<file path="src/rtl/ISO14443A_pkg.sv">
`timescale 1ns/1ps
`default_nettype none
// ISO/IEC 14443-2 Type A shared constants and types.
package ISO14443A_pkg;

  localparam int unsigned BIT_PERIOD = 128;
  localparam int unsigned FDT_BASE_0 = 9 * BIT_PERIOD + 20;
  localparam int unsigned FDT_BASE_1 = 9 * BIT_PERIOD + 84;
  localparam int unsigned FDT_CNT_W  = 11;

  typedef enum logic [2:0] {
    IDLE     = 3'd0,
    RX       = 3'd1,
    FDT_WAIT = 3'd2,
    SLOT     = 3'd3,
    TX       = 3'd4
  } FDTState;

endpackage
`default_nettype wire

</file>
<file path="src/rtl/pause_edge_detect.sv">
`timescale 1ns/1ps
`default_nettype none
// Detects the end of a PCD pause: synchronised pause_n going from 0 to 1.
module pause_edge_detect (
  input  logic clk,
  input  logic rst_n,
  input  logic pause_n_synchronised,
  output logic pause_end
);

  logic pause_n_q;

  always_ff @(posedge clk or negedge rst_n) begin
    if (!rst_n) begin
      pause_n_q <= 1'b1;
    end else begin
      pause_n_q <= pause_n_synchronised;
    end
  end

  assign pause_end = ~pause_n_q & pause_n_synchronised;

endmodule
`default_nettype wire

</file>
<file path="src/rtl/fdt_scheduler.sv">
`timescale 1ns/1ps
`default_nettype none
// Releases a pending PICC response only on a legal frame delay time slot
// measured from the last PCD pause end.
module fdt_scheduler #(
  parameter int unsigned FDT_BASE_0 = ISO14443A_pkg::FDT_BASE_0,
  parameter int unsigned FDT_BASE_1 = ISO14443A_pkg::FDT_BASE_1,
  parameter int unsigned TX_LATENCY = 3,
  parameter int unsigned PAUSE_COMP = 0,
  parameter int unsigned MAX_SLOTS  = 64
) (
  input  logic clk,
  input  logic rst_n,
  input  logic pause_n_synchronised,
  input  logic rx_soc,
  input  logic rx_eoc,
  input  logic rx_error,
  input  logic rx_data_valid,
  input  logic rx_data,
  input  logic tx_req,
  input  logic tx_done,
  output logic tx_start,
  output logic tx_active,
  output logic window_missed
);

  import ISO14443A_pkg::*;

  localparam int unsigned CW = FDT_CNT_W;
  localparam int unsigned PW = $clog2(BIT_PERIOD);
  localparam int unsigned SW = $clog2(MAX_SLOTS + 1);
  localparam logic [CW-1:0] CNT_MAX    = '1;
  localparam logic [CW-1:0] TARGET_0   = CW'(FDT_BASE_0 - TX_LATENCY);
  localparam logic [CW-1:0] TARGET_1   = CW'(FDT_BASE_1 - TX_LATENCY);
  localparam logic [CW-1:0] PRELOAD    = CW'(PAUSE_COMP + 1);
  localparam logic [CW-1:0] SLOT_LEAD  = CW'(2);
  localparam logic [SW-1:0] SLOTS_LAST = SW'(MAX_SLOTS);

  FDTState       state_q, state_d;
  logic [CW-1:0] counter_q, counter_d;
  logic [CW-1:0] target_q, target_d;
  logic [PW-1:0] phase_q, phase_d;
  logic [SW-1:0] slots_q, slots_d;
  logic          last_bit_q, last_bit_d;
  logic          bad_q, bad_d;
  logic          tx_start_q, tx_start_d;
  logic          tx_active_q, tx_active_d;
  logic          window_missed_q, window_missed_d;
  logic          pause_end;
  logic          slot_decide;

  pause_edge_detect u_pause_edge (
    .clk                  (clk),
    .rst_n                (rst_n),
    .pause_n_synchronised (pause_n_synchronised),
    .pause_end            (pause_end)
  );

  // Phase 0 is the tick before tx_start would be seen, since outputs are registered.
  assign slot_decide = (phase_q == '0);

  always_ff @(posedge clk or negedge rst_n) begin
    if (!rst_n) begin
      state_q         <= IDLE;
      counter_q       <= '0;
      target_q        <= TARGET_0;
      phase_q         <= '0;
      slots_q         <= '0;
      last_bit_q      <= 1'b0;
      bad_q           <= 1'b0;
      tx_start_q      <= 1'b0;
      tx_active_q     <= 1'b0;
      window_missed_q <= 1'b0;
    end else begin
      state_q         <= state_d;
      counter_q       <= counter_d;
      target_q        <= target_d;
      phase_q         <= phase_d;
      slots_q         <= slots_d;
      last_bit_q      <= last_bit_d;
      bad_q           <= bad_d;
      tx_start_q      <= tx_start_d;
      tx_active_q     <= tx_active_d;
      window_missed_q <= window_missed_d;
    end
  end

  always_comb begin
    state_d    = state_q;
    counter_d  = (counter_q == CNT_MAX) ? counter_q : counter_q + 1'b1;
    target_d   = target_q;
    phase_d    = phase_q;
    slots_d    = slots_q;
    last_bit_d = last_bit_q;
    bad_d      = bad_q;

    if (state_q != TX) begin
      if (pause_end) counter_d = PRELOAD;
      if (rx_data_valid) last_bit_d = rx_data;
      else if (rx_soc)   last_bit_d = 1'b0;
      if (rx_eoc) target_d = last_bit_q ? TARGET_1 : TARGET_0;
    end

    case (state_q)
      IDLE: begin
        if (rx_soc) begin
          state_d = RX;
          bad_d   = 1'b0;
        end
      end
      RX: begin
        if (rx_error) bad_d = 1'b1;
        if (rx_eoc) begin
          state_d = bad_q ? IDLE : FDT_WAIT;
          bad_d   = 1'b0;
        end
      end
      FDT_WAIT: begin
        if (rx_soc) begin
          state_d = RX;
        end else if (counter_q == target_q - SLOT_LEAD) begin
          state_d = SLOT;
          phase_d = '0;
          slots_d = '0;
        end
      end
      SLOT: begin
        phase_d = phase_q + 1'b1;
        if (phase_q == '1) slots_d = slots_q + 1'b1;
        if (rx_soc) begin
          state_d = RX;
        end else if (slot_decide) begin
          if (slots_q == SLOTS_LAST) state_d = IDLE;
          else if (tx_req)           state_d = TX;
        end
      end
      TX: begin
        if (tx_done) state_d = IDLE;
      end
      default: state_d = IDLE;
    endcase
  end

  always_comb begin
    tx_start_d      = (state_q != TX) && (state_d == TX);
    tx_active_d     = (state_d == TX);
    window_missed_d = (state_q == SLOT) && slot_decide && !rx_soc && (slots_q == SLOTS_LAST);
  end

  assign tx_start      = tx_start_q;
  assign tx_active     = tx_active_q;
  assign window_missed = window_missed_q;

endmodule
`default_nettype wire
</file>
<file path="config.mk">
export PLATFORM = sky130hd
export DESIGN_NAME = fdt_scheduler
export DESIGN_NICKNAME = d
export VERILOG_FILES = /design/src/rtl/ISO14443A_pkg.sv /design/src/rtl/pause_edge_detect.sv /design/src/rtl/fdt_scheduler.sv
export SDC_FILE = /design/constraint.sdc
export NUM_CORES = 1
export LEC_CHECK = 0
export CAP_MARGIN = 30
export CORE_UTILIZATION = 60
export CTS_CLUSTER_SIZE = 28
export DETAILED_ROUTE_END_ITERATION = 10
export PLACE_DENSITY = 0.81
export SLEW_MARGIN = 20
export SYNTH_ARGS = -nofsm -noshare
export SYNTH_HDL_FRONTEND = slang
export SYNTH_SLANG_ARGS = --single-unit
</file>
<file path="constraint.sdc">
create_clock -name clk -period 4.5 [get_ports clk]
set_input_delay 0.45 -clock clk [delete_from_list [all_inputs] [get_ports clk]]
set_output_delay 0.45 -clock clk [all_outputs]
set_load 0.02 [all_outputs]
</file>
Yosys cells after proc, flatten, opt, wreduce, memory -nomap -nowiden
Index checks and enable logic that the tools add are counted.
Word-level totals
  register bits: 45
  input port bits: 10
  output and inout port bits: 3
  logic and storage cells: 72
Cells by class
  $add $sub $neg: 4
  equality and inequality tests: 15
  muxes and demuxes: 25
  bitwise logic cells: 2
  reductions and logical operators: 15
Operators by type and width (count)
  11-bit two-way mux: 3
  7-bit two-way mux: 4
  7-bit one-hot mux with 2 select lines: 2
  3-bit two-way mux: 9
  3-bit one-hot mux with 5 select lines: 1
  7-bit by 1-bit adder with 7-bit output (second input constant): 2
  7-bit equality test (second input constant): 2
  11-bit by 1-bit adder with 11-bit output (second input constant): 1
  11-bit equality test: 1
  11-bit equality test (second input constant): 1
  11-bit by 2-bit subtractor with 11-bit output (second input constant): 1
  2-bit != test (second input constant): 4
  7-bit logical NOT: 1
  3-bit by 2-bit equality test with 1-bit output (second input constant): 2
  3-bit equality test (second input constant): 2
  3-bit != test (second input constant): 2
  3-bit AND reduction: 2
  2-bit nonzero test: 3
  1-bit logical AND: 4
  1-bit two-way mux: 4
  2-bit AND reduction: 2
  4-bit AND reduction: 1
  3-bit by 1-bit equality test with 1-bit output (second input constant): 1
  3-bit logical NOT: 1
  other kinds (5): 5

Depth between registers and ports, before layout
  word-level depth: 7
  depth in mapped cells: 6

By module
Synthesis repeated with hierarchy kept, for this count alone.
Unflattened totals
  cells, all modules: 204
  area total of the unflattened synthesis: 1893.1 sq um
By module, submodules not included
  fdt_scheduler: instances 1, cells each 202, area an instance 1853.0 sq um, seq. area each 850.8 sq um
  pause_edge_detect: instances 1, cells each 2, area an instance 40.0 sq um, seq. area each 26.3 sq um

Worst setup path after synthesis
No wires, ideal clock.
  path kind: register to register
  from: reg state_q[1]
  to: reg counter_q[3]
  setup time: 66 ps
  arrival time: 1798 ps
  path slack: 2636 ps
  stages on the path, launching flop included: 7
  buffers on the path: 2
  period minus slack after synthesis: 1864 ps
  cell sequence: dfrtp_1 > or3b_1 > buf_2 > and3b_1 > buf_6 > or4_1 > nand2_1
On the way
  longest elaborated chain between the ends: 2
Ends and longest elaborated chain
  from (decl): line fdt_scheduler.sv:39  | FDTState state_q, state_d;
  from (signal assigned): line fdt_scheduler.sv:75  | state_q <= state_d;
  3-bit != test: line fdt_scheduler.sv:97  | if (state_q != TX) begin
  11-bit two-way mux: line fdt_scheduler.sv:97
  via counter_d[3]: line fdt_scheduler.sv:40  | logic [CW-1:0] counter_q, counter_d;
  to (signal assigned): line fdt_scheduler.sv:76  | counter_q <= counter_d;
  to (decl): line fdt_scheduler.sv:40
The timed path passes the listed nets, and every way through them passes these cells.
A chain may end at the register's enable or synchronous reset.

Final worst setup path
  from: reg counter_q[0]
  to: reg phase_q[3]
On the way
  longest elaborated chain between the ends: 3
Ends and longest elaborated chain
  11-bit equality test: line fdt_scheduler.sv:121  | end else if (counter_q == target_q - SLOT_LEAD) begin
  2-bit != test (no source line)
  3-bit AND reduction (no source line)
  to (signal assigned): line fdt_scheduler.sv:78  | phase_q <= phase_d;
  to (decl): line fdt_scheduler.sv:42  | logic [PW-1:0] phase_q, phase_d;
Every way passes these cells.

==> summary.txt <==
Run status
  – Run status: finished clean

Floorplanning
  – Die area: 3290 um^2
  – Die H: 57.4 um
  – # IOs: 13
  – Core area: 2830 um^2
  – Initial Util: 65.1%
  – Die X: 57.4 um
  – FP Rows: 19

Global routing
  – Global-route wire length before repair: 6.61 mm
  – Initial antenna violation count: 0
  – GR Overflow Total: 0
  – Total Routing Usage GR: 26.6%
  – Largest net degree at the start of global routing: 36
  – Vias in the first global route: 1460

CTS
  – # H-tree levels: 2
  – Cts hold-fix bufs: 0
  – CTS tree: built
  – CTS resizes: 0
  – Clk_lat worst skew: 0.34 ns
  – Worst-case clock buffer depth: 2
  – CTS Buf Count: 5
  – Clk sinks: 35
  – Clk slew on worst S/H paths: 0.10 ns
  – Post-CTS setup buffers: 0
  – Clock root buffer: clkbuf_4

Synth
  – Synth Cell Area: 1840 um^2
  – Synth Warn #: 0
  – Netlist cell types: 45
  – Post-synth EDFFs: 0
  – Most instantiated cells after synthesis: 34 x dfrtp_1, 18 x nand2_1, 11 x nor2_1
  – Count leader, synth: dfrtp_1
  – Synth area leader: dfrtp_1
  – Cells after synthesis: 189
  – Post-synth top area share: 46.2%
  – Asr flop ratio synth: 100%
  – #FFs+latches synth: 35
  – Syn Area/Cell: 9.74 um^2
  – Ranking of synthesized cells by area: dfrtp_1 46%, nand2_1 3.7%, ha_1 3.4%
  – Register area share after synthesis: 47.7%
  – Net Count, Synth: 204
  – Ys flop type: dfrtp_1

STA
  – Final TNS setup: 0 ns
  – Hold Violations, Final: 0
  – Final setup viols: 0
  – RSZ-0062 raised after global routing: no
  – Min cycle time layout: 2.06 ns
  – Max Freq: 486 MHz
  – Final setup skew: 0.00867 ns
  – Fin crit share: 45.7%
  – Max-slew violations: 0
  – Rel. slew slack: 50.0%
  – Worst-Margin Slew: 0.744 ns

Detailed routing
  – Via count: 1480
  – WL/cell: 15.2 um
  – DR iter-0 viols: 86
  – Via density: 6.32
  – Detailed Routing Iterations Pass 1: 4
  – # DRC: 0
  – Detail Route Antenna Nets: 0
  – Routed WL: 3.56 mm

Place
  – Cell area after placement: 1970 um^2
  – Inst Count DP: 226
  – Port bufs: 12
  – Placer Congestion: 0.874
  – Hpwl dp: 2.60 mm

Pwr
  – Leakage Power: 0.894 nW
  – Worst vdd ir: 258 uV
  – Pwr Total: 0.000807 W
  – Pwr dens: 399 nW/um^2

Setup path
  – Crit path max fanout: 7
  – Worst Setup Start Kind: flop
  – CP arrival: 2.25 ns
  – Worst R2R End: phase_q[3]
  – R2R setup slack: 2.44 ns
  – Worst Path Class, Setup: flop to flop
  – Crit end category: flop
  – CP endpoint: phase_q[3]
  – Setup crit start: counter_q[0]
  – Worst reg2reg path depth: 5
  – Critical Path RT: 4.70 ns
  – Reg2reg start: counter_q[0]

Layout
  – Diode count: 0
  – Final core occ: 71.5%
  – Post-route insts no fill: 234
  – Nets@finish: 217
  – Synth-to-layout area growth: 9.86%
  – Layout cell share with drive strength beyond 1: 8.87%
  – Design area: 2020 um^2

Job
  – Maxcap violations: 0

Min path
  – Worst min path class: flop to flop
-- metal layers --
layer  global-route usage, %  share of wire (%)
met3                    7.03                3.4
met2                    45.2                 52
met4                    10.5                1.1
met5                       0                  0
met1                    32.2                 43
-- layout by cell type, fill, tap and decap left out, types with 4 or more instances in the layout --
cell,instances
nand2_1,18
a21oi_1,10
o31ai_1,6
nor4_1,4
nand3_1,9
inv_1,9
clkdlybuf4s50_1,12
clkbuf_4,5
xnor2_1,7
nor2_1,11
a31oi_1,5
nor3_1,4
dfrtp_1,34
nand4_1,7
o21ai_0,9
ha_1,5
-- final cells by class --
type | instances | area (um^2)
Multi-Input combinational cell | 138 | 892
Clock inverter | 3 | 15.0
Tap cell | 31 | 38.8
Sequential cell | 35 | 877
Timing Repair Buffer | 13 | 128
Inverter | 9 | 33.8
Clock buffer | 5 | 37.5
Fill cell | 222 | 807
-- stage by stage --
stage          hold slack [ns]  setup slack (ns)
2_1_floorplan            0.154              2.64
3_3_place_gp             0.476              2.53
3_5_place_dp             0.491              2.44
4_1_cts                  0.498              2.44
5_1_grt                  0.554              2.19
6_report                 0.502              2.44
-- worst min path at each step --
| stage | from | endpoint | slack (ns) | cells past startpoint |
|---|---|---|---|---|
| floorplan | rst_n | bad_q | 0.15 | 0 |
| global placement | last_bit_q | last_bit_q | 0.48 | 1 |
| detailed placement | last_bit_q | last_bit_q | 0.49 | 1 |
| CTS | rst_n | slots_q[2] | 0.50 | 2 |
| global route | rst_n | window_missed | 0.55 | 2 |
| finish | last_bit_q | last_bit_q | 0.50 | 1 |
-- critical path: stages, from the launching register on --
cell	delay, ns
dfrtp_1	0.41
ha_1	0.23
and3_1	0.22
nand4_1	0.22
nor3_1	0.64
o21ai_0	0.20
-- registers in the layout, indices dropped and copies added (netlist names) --
| name | count |
|---|---|
| target_q | 1 |
| slots_q | 7 |
| phase_q | 7 |
| state_q | 3 |
| tx_start | 1 |
| bad_q | 1 |
| last_bit_q | 1 |
| u_pause_edge.pause_n_q | 1 |
| window_missed | 1 |
| tx_active | 1 |
| counter_q | 11 |
-- cells by family after synthesis --
group | after synthesis | share of synthesized area, %
xor+xnor | 9 | 4.28
buf+inv | 16 | 3.87
flops | 35 | 47.7
mux | 2 | 1.16
simple gates | 79 | 24.7
compound gates | 43 | 15.0
fa+ha+maj | 5 | 3.40
-- where the power goes --
group	internal [W]	switching, W	total (W)	leakage [nW]
registers	0.000372	0.0000797	0.000452	0.438
logic	0.0000889	0.000105	0.000194	0.421
clock network	0.0000581	0.000103	0.000161	0.0347
total	0.000519	0.000288	0.000807	0.894
Note: power is estimated with default switching activity, not from simulation.
==> RTL change 1: new RTL, config.mk and constraints unchanged <==
Reset style: synchronous (`rst_n`), changed in 2 clocked blocks.
--- a/src/rtl/pause_edge_detect.sv
+++ b/src/rtl/pause_edge_detect.sv
@@ -12,3 +12,3 @@
 
-  always_ff @(posedge clk or negedge rst_n) begin
+  always_ff @(posedge clk) begin
     if (!rst_n) begin
--- a/src/rtl/fdt_scheduler.sv
+++ b/src/rtl/fdt_scheduler.sv
@@ -61,3 +61,3 @@
 
-  always_ff @(posedge clk or negedge rst_n) begin
+  always_ff @(posedge clk) begin
     if (!rst_n) begin
Behaviour: same outputs for any inputs over 10 cycles, from zero or initial values and one cycle with rst_n low; that may be too few to reach the edited logic, so the function may still have changed.
==> RTL change 1 against the unedited design <==
Synthesized area grew 4.5%; critical path depth shrank 1; cell area grew 4.4%; sequential cell count is the same; worst setup slack gained 99 ps; global-route usage grew 0.97 points; wire length grew 18%; critical endpoint is now slots_q[2]; highest routed layer unchanged.
Power is not compared: it rests on default switching activity, and its combinational part moved more than twofold at a synthesized area within 25%.
==> RTL change 1: results (changes against the unedited design) <==
reg2reg_slack_ps: 2540  # was 2440 ps
synth_commonest_cells: "dfxtp_1 (35), nand2_1 (26), a21oi_1 (19)"  # was dfrtp_1 (34), nand2_1 (18), nor2_1 (11)
reg2reg_from: "state_q[0]"  # was counter_q[0]
ir_drop_v: 0.0001881
ctsHtreeMaxLevel: 2  # unchanged
routabilityCongestion: 0.8462  # was 0.8736
grt_pass1_vias: 1642  # was 1,460
ys_types: 52  # was 45
ys_warn_count: 0  # unchanged
ys_async_sr_fraction_pct: 0  # was 100.0%
fin_nets: 256  # was 217
holdCritStartpoint: "last_bit_q"  # unchanged
yosysSeqAreaShare_pct: 36.43  # was 47.65%
grt_max_degree: 24  # was 36
p_leak_nw: 0.6948
wirelength_um: 4185  # was 3561 um
via_per_inst: 6.028  # was 6.325
firstDrtPassIters: 5  # was 4
min_path_cells: 2  # was 1
crit_fanout: 23  # was 7
dp.cells: 278  # was 226
hold-path-endpoint: "target_q[6]"  # was last_bit_q
cp.arrival_ps: 2180  # was 2250 ps
synth_nets: 246  # was 204
grtUsageTotal_pct: 27.59  # was 26.61%
timing.rr.end: "slots_q[2]"  # was phase_q[3]
whs_ps: 484.5  # was 501.9 ps
place_area_um2: 2054  # was 1969 um^2
yosys-top-cells-area: "dfxtp_1 (36%), nand2_1 (5.1%), a21oi_1 (4.9%)"  # was dfrtp_1 (46%), nand2_1 (3.7%), ha_1 (3.4%)
reg.largest.list: "counter_q (11), phase_q (7), slots_q (7)"  # unchanged
postCtsSetupRepairBufs: 0  # unchanged
reg2regPathDepth: 4  # was 5
skew_ps: 4.730  # was 8.672 ps
outcome: "completed"  # unchanged
fin_cells: 285  # was 234
dp_hpwl_um: 2964  # was 2604 um
syn_area_per_cell_um2: 8.325  # was 9.738 um^2
worstMarginPinSlew_ps: 751.2  # was 743.7 ps
drt_iter0_drc: 141  # was 86
critical_path_class: "reg2reg"  # unchanged
fill_cells: 277  # was 222
grt_pass1_wl_um: 7141  # was 6610 um
drive_gt1_share_pct: 6.639  # was 8.867%
-- RTL change 1: logic make-up (layout without fill, tap and decap cells) --
family,after synthesis,in the layout,share of synthesized area [%]
compound gates,54,54,18.35
fa+ha+maj,5,5,3.253
xor+xnor,7,7,3.188
buf+inv,19,29,4.229
simple gates,107,107,32.40
mux,4,4,2.147
flops,35,35,36.43
-- RTL change 1: cell type report --
type / instances / share of cell area (%)
clock buffer: 6 / 2.430
clock inverter: 1 / 0.2371
inverter: 10 / 1.778
multi-input combinational: 177 / 54.06
sequential: 35 / 33.20
tap: 44 / 2.608
timing repair buffer: 12 / 5.691
-- RTL change 1: critical path, stage by stage (launching register included) --
cell	delay (ps)
dfxtp_1	820
nand3b_2	260
nor3_1	500
a21o_1	200
a21oi_1	50
-- RTL change 1: per-layer routing --
metal | vias up | wire [um] | GRT usage [%]
li1 | 882 | - | -
met1 | 780 | 1938 | 32.97
met2 | 48 | 2007 | 47.45
met3 | 8 | 183 | 7.033
met4 | 0 | 56 | 10.88
met5 | - | 0 | 0
-- RTL change 1: worst max-delay path by stage --
| stage | to | slack (ps) |
|---|---|---|
| finish | slots_q[2] | 2540 |
| global route | slots_q[5] | 2270 |
| CTS | slots_q[2] | 2540 |
| detailed placement | counter_q[2] | 2290 |
| global placement | counter_q[2] | 2320 |
| floorplan | slots_q[3] | 2930 |
-- RTL change 1: where the power goes --
part	internal (mW)	leakage (nW)	switching [mW]
combinational	0.0229	0.377	0.0262
sequential	0.316	0.284	0.0122
clock	0.0724	0.0341	0.104
-- RTL change 1: stage by stage --
step | util [%] | power [mW] | worst slack [ps]
2_1_floorplan | - | 0.3653 | 2935
3_3_place_gp | 67.30 | 0.3831 | 2325
3_5_place_dp | 67.30 | 0.3834 | 2285
4_1_cts | 69.14 | 0.5548 | 2538
5_1_grt | 69.14 | 0.5752 | 2266
6_report | 69.14 | 0.5537 | 2542
==> RTL change 2: new RTL, same flow settings <==
Without the edit above. Change the package constant `FDT_CNT_W` from 11 to 13.
--- a/src/rtl/ISO14443A_pkg.sv
+++ b/src/rtl/ISO14443A_pkg.sv
@@ -8,3 +8,3 @@
   localparam int unsigned FDT_BASE_1 = 9 * BIT_PERIOD + 84;
-  localparam int unsigned FDT_CNT_W  = 11;
+  localparam int unsigned FDT_CNT_W  = 13;
 
Formal check against the unedited RTL: no difference found for any inputs over 10 cycles, from zero or initial values and one cycle with rst_n low; that may be too few to reach the edited logic, so the function may still have changed.
==> RTL change 2 against the unedited design <==
Total power up 26%; synthesized area up 13%; worst setup slack better by 180 ps; sequential cell count up 2; cell area up 13%; final cell count up 18%; clock power up 76%; critical path depth down 1; wire length up 20%; highest routed layer unchanged.
==> RTL change 2: results (changes against the unedited design) <==
outcome: "completed"  # unchanged
relSlewSlack_pct: 68.28  # was 50.04%
routabilityCongestion: 0.9054  # was 0.8736
synth_nets: 235  # was 204
crit_fanout: 15  # was 7
postSynthCellCount: 220  # was 189
drt_iter0_drc: 98  # was 86
grt_max_degree: 38  # was 36
whs_ps: 517.7  # was 501.9 ps
grtUsageMet1_pct: 35.12  # was 32.24%
reg2regPathDepth: 4  # was 5
cp.arrival_ps: 2160  # was 2250 ps
p_leak_nw: 0.9565  # was 0.8941 nW
hold_path.class: "in2reg"  # was reg2reg
via_per_inst: 6.109  # was 6.325
hold-path-endpoint: "u_pause_edge.pause_n_q"  # was last_bit_q
grt_util_met2_pct: 44.11  # was 45.18%
synth_commonest_cells: "dfrtp_1 (36), nand2_1 (18), nor2_1 (15)"  # was dfrtp_1 (34), nand2_1 (18), nor2_1 (11)
grt_pass1_wl_um: 7210  # was 6610 um
dp_slack_ps: 2677  # was 2441 ps
skew_ps: 15.96  # was 8.672 ps
reg.largest.list: "counter_q (13), phase_q (7), slots_q (7)"  # was counter_q (11), phase_q (7), slots_q (7)
dp.cells: 267  # was 226
crit_end: "slots_q[6]"  # was phase_q[3]
place_area_um2: 2188  # was 1969 um^2
post-route-min-period_ps: 1880  # was 2057 ps
drt-met1-wl_um: 1952  # was 1538 um
==> RTL change 2: changes by cell type after synthesis, sizes merged, moves of 3 or more <==
cell    change
a21oi       +3
a31oi       -3
and2        +3
buf         +4
nand2b      +4
nand3       +3
nor2        +4
nor3b       +3
nor4        +6
o21ai       +3
o31ai       -3
o32ai       +3
==> RTL change 2: power breakdown <==
group          switching [mW]  internal, mW
clock network           0.112         0.172
logic                   0.131         0.108
registers               0.103         0.393
==> RTL change 2: layout make-up <==
type,count,area (um^2)
multi-input combinational,161,1030
clock buffer,5,37.54
clock inverter,3,65.06
fill,251,862.1
sequential,37,927.1
inverter,11,41.29
tap,44,55.05
timing repair buffer,14,135.1
==> RTL change 2: cells by family after synthesis <==
family          after synthesis  synth area share [%]
simple gates                 97                 26.89
compound gates               47                 14.50
flops                        37                 44.77
buf+inv                      22                 5.499
xor+xnor                      9                 3.807
fa+ha+maj                     5                 3.021
mux                           3                 1.511
